--- config.mk ---
export PLATFORM = sky130hd
export DESIGN_NAME = dtree_seq_engine_flat
export DESIGN_NICKNAME = d
export VERILOG_FILES = /design/src/rtl/dtree_seq_engine_if.sv /design/src/rtl/dtree_seq_engine.sv /design/src/flat_wrapper.sv
export SDC_FILE = /design/constraint.sdc
export NUM_CORES = 2
export LEC_CHECK = 0
export BUFFER_PORTS_ARGS = -buffer_cell sky130_fd_sc_hd__buf_2
export CORE_MARGIN = 4
export CORE_UTILIZATION = 45
export DETAILED_ROUTE_END_ITERATION = 6
export PLACE_DENSITY = 0.67
export SLEW_MARGIN = 10
export SYNTH_ARGS = -nofsm -noshare
export SYNTH_HDL_FRONTEND = slang
export SYNTH_SLANG_ARGS = --single-unit
--- constraint.sdc ---
create_clock -name clk -period 12.2 [get_ports clk]
set_input_delay 0.61 -clock clk [delete_from_list [all_inputs] [get_ports clk]]
set_output_delay 0.61 -clock clk [all_outputs]
set_load 0.005 [all_outputs]
--- src/rtl/dtree_seq_engine_if.sv ---
// Bundle of the three handshakes around the decision-tree engine:
//   config port   : cfg_we, cfg_addr, cfg_wdata -> engine; cfg_busy <- engine
//   sample stream : in_valid, in_x -> engine; in_ready <- engine
//   result stream : out_valid, out_class, out_err, out_steps <- engine; out_ready -> engine
// The slave modport is the engine side, the master modport is the system side.
interface dtree_seq_engine_if #(
  parameter int N_FEAT  = 8,
  parameter int FEAT_W  = 8,
  parameter int ADDR_W  = 6,
  parameter int CLASS_W = 6
);
  localparam int FIDX_W  = $clog2(N_FEAT);
  localparam int SHIFT_W = $clog2(FEAT_W);
  localparam int NODE_W  = 1 + FIDX_W + SHIFT_W + FEAT_W + 2 * ADDR_W;

  logic                     cfg_we;
  logic [ADDR_W-1:0]        cfg_addr;
  logic [NODE_W-1:0]        cfg_wdata;
  logic                     cfg_busy;
  logic                     in_valid;
  logic                     in_ready;
  logic [N_FEAT*FEAT_W-1:0] in_x;
  logic                     out_valid;
  logic                     out_ready;
  logic [CLASS_W-1:0]       out_class;
  logic                     out_err;
  logic [ADDR_W:0]          out_steps;

  modport slave (
    input  cfg_we, cfg_addr, cfg_wdata, in_valid, in_x, out_ready,
    output cfg_busy, in_ready, out_valid, out_class, out_err, out_steps
  );

  modport master (
    output cfg_we, cfg_addr, cfg_wdata, in_valid, in_x, out_ready,
    input  cfg_busy, in_ready, out_valid, out_class, out_err, out_steps
  );
endinterface

--- src/rtl/dtree_seq_engine.sv ---
// Sequential decision-tree classifier. A loadable node table is walked one
// node per clock starting at node 0; a leaf ends the walk with its class,
// and a step limit aborts walks that never reach a leaf (cyclic tables).
// Ports:
//   clk   - rising-edge clock
//   rst_n - asynchronous active-low reset (node table is not reset)
//   bus   - dtree_seq_engine_if.slave: config, sample and result handshakes
// Node word, MSB to LSB: {is_leaf, feat_idx, shift, thr, left, right}.
module dtree_seq_engine #(
  parameter int N_FEAT  = 8,
  parameter int FEAT_W  = 8,
  parameter int ADDR_W  = 6,
  parameter int CLASS_W = 6
) (
  input logic               clk,
  input logic               rst_n,
  dtree_seq_engine_if.slave bus
);
  localparam int FIDX_W  = $clog2(N_FEAT);
  localparam int SHIFT_W = $clog2(FEAT_W);
  localparam int NODE_W  = 1 + FIDX_W + SHIFT_W + FEAT_W + 2 * ADDR_W;
  localparam int DEPTH   = 2 ** ADDR_W;
  localparam logic [ADDR_W-1:0] STEP_LAST = '1;

  // state | meaning
  // IDLE  | ready for a sample; config writes accepted
  // WALK  | evaluating node[cur] once per clock
  // DONE  | result presented, waiting for out_ready
  typedef enum logic [1:0] {IDLE, WALK, DONE} state_t;

  state_t                   state_q, state_d;
  logic [N_FEAT*FEAT_W-1:0] x_q, x_d;
  logic [ADDR_W-1:0]        cur_q, cur_d;
  logic [ADDR_W-1:0]        steps_q, steps_d;
  logic                     out_valid_q, out_valid_d;
  logic [CLASS_W-1:0]       out_class_q, out_class_d;
  logic                     out_err_q, out_err_d;
  logic [ADDR_W:0]          out_steps_q, out_steps_d;

  logic [NODE_W-1:0] node_mem [DEPTH];

  // Table has no reset so a loaded model survives rst_n.
  always_ff @(posedge clk) begin
    if (state_q == IDLE && bus.cfg_we) node_mem[bus.cfg_addr] <= bus.cfg_wdata;
  end

  logic [NODE_W-1:0]  node;
  logic               n_leaf;
  logic [FIDX_W-1:0]  n_fidx;
  logic [SHIFT_W-1:0] n_shift;
  logic [FEAT_W-1:0]  n_thr;
  logic [ADDR_W-1:0]  n_left, n_right;
  logic [FEAT_W-1:0]  feat, feat_v;

  assign node = node_mem[cur_q];
  assign {n_leaf, n_fidx, n_shift, n_thr, n_left, n_right} = node;

  // Feature indices beyond N_FEAT select nothing and read as zero.
  always_comb begin
    feat = '0;
    for (int i = 0; i < N_FEAT; i++) begin
      if (n_fidx == FIDX_W'(i)) feat = x_q[i*FEAT_W +: FEAT_W];
    end
    feat_v = feat >> n_shift;
  end

  always_comb begin
    state_d     = state_q;
    x_d         = x_q;
    cur_d       = cur_q;
    steps_d     = steps_q;
    out_valid_d = out_valid_q;
    out_class_d = out_class_q;
    out_err_d   = out_err_q;
    out_steps_d = out_steps_q;
    case (state_q)
      IDLE: begin
        if (bus.in_valid) begin
          x_d     = bus.in_x;
          cur_d   = '0;
          steps_d = '0;
          state_d = WALK;
        end
      end
      WALK: begin
        if (n_leaf) begin
          out_class_d = n_thr[CLASS_W-1:0];
          out_err_d   = 1'b0;
          out_steps_d = {1'b0, steps_q} + 1'b1;
          out_valid_d = 1'b1;
          state_d     = DONE;
        end else if (steps_q == STEP_LAST) begin
          out_class_d = '0;
          out_err_d   = 1'b1;
          out_steps_d = (ADDR_W+1)'(DEPTH);
          out_valid_d = 1'b1;
          state_d     = DONE;
        end else begin
          cur_d   = (feat_v <= n_thr) ? n_left : n_right;
          steps_d = steps_q + 1'b1;
        end
      end
      DONE: begin
        if (bus.out_ready) begin
          out_valid_d = 1'b0;
          state_d     = IDLE;
        end
      end
      default: state_d = IDLE;
    endcase
  end

  always_ff @(posedge clk or negedge rst_n) begin
    if (!rst_n) begin
      state_q     <= IDLE;
      x_q         <= '0;
      cur_q       <= '0;
      steps_q     <= '0;
      out_valid_q <= 1'b0;
      out_class_q <= '0;
      out_err_q   <= 1'b0;
      out_steps_q <= '0;
    end else begin
      state_q     <= state_d;
      x_q         <= x_d;
      cur_q       <= cur_d;
      steps_q     <= steps_d;
      out_valid_q <= out_valid_d;
      out_class_q <= out_class_d;
      out_err_q   <= out_err_d;
      out_steps_q <= out_steps_d;
    end
  end

  assign bus.in_ready  = (state_q == IDLE);
  assign bus.cfg_busy  = (state_q != IDLE);
  assign bus.out_valid = out_valid_q;
  assign bus.out_class = out_class_q;
  assign bus.out_err   = out_err_q;
  assign bus.out_steps = out_steps_q;
endmodule

--- src/flat_wrapper.sv ---
// flat-port wrapper written by rule: the top's interface ports become plain ports
module dtree_seq_engine_flat 
#(
  parameter int N_FEAT  = 8,
  parameter int FEAT_W  = 8,
  parameter int ADDR_W  = 6,
  parameter int CLASS_W = 6
)
  (clk, rst_n, bus_cfg_we, bus_cfg_addr, bus_cfg_wdata, bus_in_valid, bus_in_x, bus_out_ready, bus_cfg_busy, bus_in_ready, bus_out_valid, bus_out_class, bus_out_err, bus_out_steps);
  dtree_seq_engine_if #(.N_FEAT(N_FEAT), .FEAT_W(FEAT_W), .ADDR_W(ADDR_W), .CLASS_W(CLASS_W)) bus_i ();
  input logic clk;
  input logic rst_n;
  input wire logic [$bits(bus_i.cfg_we)-1:0] bus_cfg_we;
  input wire logic [$bits(bus_i.cfg_addr)-1:0] bus_cfg_addr;
  input wire logic [$bits(bus_i.cfg_wdata)-1:0] bus_cfg_wdata;
  input wire logic [$bits(bus_i.in_valid)-1:0] bus_in_valid;
  input wire logic [$bits(bus_i.in_x)-1:0] bus_in_x;
  input wire logic [$bits(bus_i.out_ready)-1:0] bus_out_ready;
  output wire logic [$bits(bus_i.cfg_busy)-1:0] bus_cfg_busy;
  output wire logic [$bits(bus_i.in_ready)-1:0] bus_in_ready;
  output wire logic [$bits(bus_i.out_valid)-1:0] bus_out_valid;
  output wire logic [$bits(bus_i.out_class)-1:0] bus_out_class;
  output wire logic [$bits(bus_i.out_err)-1:0] bus_out_err;
  output wire logic [$bits(bus_i.out_steps)-1:0] bus_out_steps;
  assign bus_i.cfg_we = bus_cfg_we;
  assign bus_i.cfg_addr = bus_cfg_addr;
  assign bus_i.cfg_wdata = bus_cfg_wdata;
  assign bus_i.in_valid = bus_in_valid;
  assign bus_i.in_x = bus_in_x;
  assign bus_i.out_ready = bus_out_ready;
  assign bus_cfg_busy = bus_i.cfg_busy;
  assign bus_in_ready = bus_i.in_ready;
  assign bus_out_valid = bus_i.out_valid;
  assign bus_out_class = bus_i.out_class;
  assign bus_out_err = bus_i.out_err;
  assign bus_out_steps = bus_i.out_steps;
  dtree_seq_engine #(.N_FEAT(N_FEAT), .FEAT_W(FEAT_W), .ADDR_W(ADDR_W), .CLASS_W(CLASS_W)) u_core (.clk(clk), .rst_n(rst_n), .bus(bus_i));
endmodule
==> qor.yml <==
cts_root_buf: "clkbuf_16"
synth.area.top_cells: "edfxtp_1, mux4_2, dfrtp_1"
cp.arrival_ps: 7730
final_hold_viol_count: 0
fin_skew_ps: 26.7
fin_tns_setup_ps: 0
synth_nets: 3159
power_density_nw_per_um2: 191
grt_usage_pct: 22.0
yosys.area.top_type: "edfxtp_1"
drt_iter0_drc: 4633
postLayoutCellArea_um2: 80300
cpPeakStageDelay_ps: 1020
synth.distinct_cells: 68
start_util_pct: 45.3
ys_seq_area_share_pct: 76.6
cp_max_fo: 57
worstRegToRegCells: 21
post_drt_wl_per_cell_um: 32.5
yosysWarnings: 0
placed_area_um2: 74300
grt_pass1_wl_um: 254000
io_buffer_count: 118
ant_nets: 0
first_pass_iters: 7
p_leak_nw: 24.8
slew_headroom_pct: 18.0
cts_buffers: 180
total_power_mw: 15.3
clk_latency_ps: 800
synth_area_um2: 70800
status: "finished clean"
grt_max_degree: 139
r2r_end: "u_core.cur_q[3]"
final_cell_mix: "edfxtp_1, mux4_2, clkbuf_16, buf_2, buf_4"
whs_ps: 57.0
yosys.area.top_type_share_pct: 73.3
die_h_um: 405
synth_edf_count: 1728
grt_overflow_total: 0
layout_commonest_cell: "edfxtp_1"
antenna_found_initial: 17
end_kind: "flop"
ios: 119
final-setup-viol-count: 0
drc: 0
viasPerCell: 6.17
numClockSinks: 1821
slowest_stage: "dfrtp_4"
grt_pass1_vias: 33600
die_x_um: 405
path_class: "reg -> reg"
crit_family: "compound AO/OA/AOI/OAI gates"
synthArstFlopShare_pct: 5.11
hpwl_um: 102000
cp-start-kind: "flop"
ctsResizeCount: 0
crit_path_end: "u_core.cur_q[3]"
holdCritPathClass: "in -> reg"
period_minus_slack_ps: 7050
r2r_setup_slack_ps: 5150
gp_congestion: 0.857
worstMarginPinSlew_ps: 1230
h-tree-depth: 4
path_buf_inv: 1
cts_tree: "built"
cts_buffer_depth: 3
synth_area_per_cell_um2: 23.3
peakVddDrop_mv: 0.154
die-area_um2: 164000
crit-reg2reg-launch: "u_core.cur_q[2]"
fin_crit_sh_pct: 57.8
crit_start: "u_core.cur_q[2]"
fp-row-count: 145
coreArea_um2: 156000
fmaxAchievable_mhz: 142
ys_ff_latch: 1821
rsz0062_at_grt: "false"
required_ps: 12880
worst-path-stages: 21
drt-total-wl_um: 179000
synth_cells: 3045
synthFlopType: "edfxtp_1"
syn2layout_area_growth_pct: 13.3
finalNetCount: 3418
slew_violations: 0
cap_violations: 0
clk_pin_slew_ps: 60
drive_gt1_share_pct: 33.0
path_cells: "buf_4 -> mux4_2 -> nand2_1 -> a21oi_1 -> o211a_1 -> nor2_1 -> a311oi_1 -> a221oi_1 -> a2111oi_0 -> a211oi_1 -> mux2i_1 -> ha_1 -> nor2b_1 -> o21ai_0 -> nand2b_1 -> a21oi_1 -> o21ai_0 -> o21a_1 -> mux2i_1 -> nor2_1 -> a22o_1"
vias: 34000
==> logic make-up (layout without fill, tap and decap cells) <==
logic type               count (synthesis)  after routing  share of synthesized area [%]
AO/OA/AOI/OAI                          109            109                           1.11
XOR/XNOR                                 4              4                         0.0495
adder cells (fa/ha/maj)                 12             12                          0.212
buffers and inverters                  178            586                           1.38
flip-flops                            1821           1821                           76.6
multiplexers                           675            675                           19.1
other                                    0              7                              0
AND/OR/NAND/NOR                        246            246                           1.60
==> how the worst min path moves through the flow <==
stage	endpoint	start	slack (ps)	depth (start not counted)
CTS	u_core.x_q[8]	bus_in_x[8]	1	2
global route	u_core.x_q[32]	bus_in_x[32]	20	2
detailed placement	u_core.bus.out_steps[0]	u_core.bus.out_steps[0]	490	2
finish	u_core.x_q[51]	bus_in_x[51]	60	2
global placement	u_core.bus.out_steps[6]	u_core.bus.out_steps[6]	470	2
floorplan	u_core.bus.out_class[0]	rst_n	310	0
==> metal layers <==
metal | routed length, um | up-vias | global-route usage, %
li1 | - | 13500 | -
met1 | 69800 | 18300 | 30.8
met2 | 86100 | 1891 | 34.5
met3 | 16300 | 326 | 4.36
met4 | 6960 | 12 | 8.44
met5 | 75 | - | 0
==> repair_timing <==
item                      in CTS  in global routing
hold endpoints to repair      53                  0
buffers inserted               0                  0
hold buffers                  29                  0
==> sequential cells by signal, indices dropped and copies added (netlist names) <==
| signal | flops |
|---|---|
| u_core.node_mem | 1728 |
| u_core.x_q | 64 |
| u_core.bus.out_steps | 7 |
| u_core.bus.out_class | 6 |
| u_core.cur_q | 6 |
| u_core.steps_q | 6 |
| u_core.state_q | 2 |
| u_core.bus.out_err | 1 |
| u_core.bus.out_valid | 1 |
==> final cells by class <==
type	count	area, um^2
fillers	11900	76100
flip-flops and latches	1821	54200
multi-input cells	1046	16100
clock buffers	233	4730
well taps	2058	2570
repair buffers	241	1650
clock inverters	98	877
inverters	14	55.1
diodes	7	17.5
==> synthesized netlist by cell type (all sizes together), types with 2 or more instances <==
library cell,count
and3,4
dfrtp,93
a32oi,2
ha,12
a21o,5
o211a,3
mux2i,71
nor4,3
nand2,67
o21ai,28
nand4,9
clkbuf,43
nor2,86
nor3b,4
a22o,6
nand3,36
mux2,70
a221oi,6
nor2b,8
a22oi,12
a2111oi,3
and2,5
buf,121
o2111ai,2
a21oi,12
o31ai,4
o211ai,4
nand3b,3
a211oi,6
inv,13
edfxtp,1728
a31oi,2
nand2b,5
mux4,534
a31o,3
nor3,10
xnor2,3
or3b,2
==> report_power, final <==
| part | switching, mW | internal, mW | total [mW] | leakage, nW |
|---|---|---|---|---|
| clock | 2.32 | 2.97 | 5.29 | 2.72 |
| combinational | 1.54 | 1.29 | 2.83 | 5.43 |
| sequential | 0.178 | 7.01 | 7.19 | 16.7 |
| total | 4.04 | 11.3 | 15.3 | 24.8 |
==> per-stage QoR <==
step | cells | worst slack, ps | utilization, %
2_1_floorplan | 3045 | 7580 | -
3_3_place_gp | 5150 | 5400 | 47.5
3_5_place_dp | 5150 | 5290 | 47.5
4_1_cts | 5510 | 5250 | 51.3
5_1_grt | 5516 | 4730 | 51.3
6_report | 5518 | 5150 | 51.3
Power figures use the tool's default switching activity.
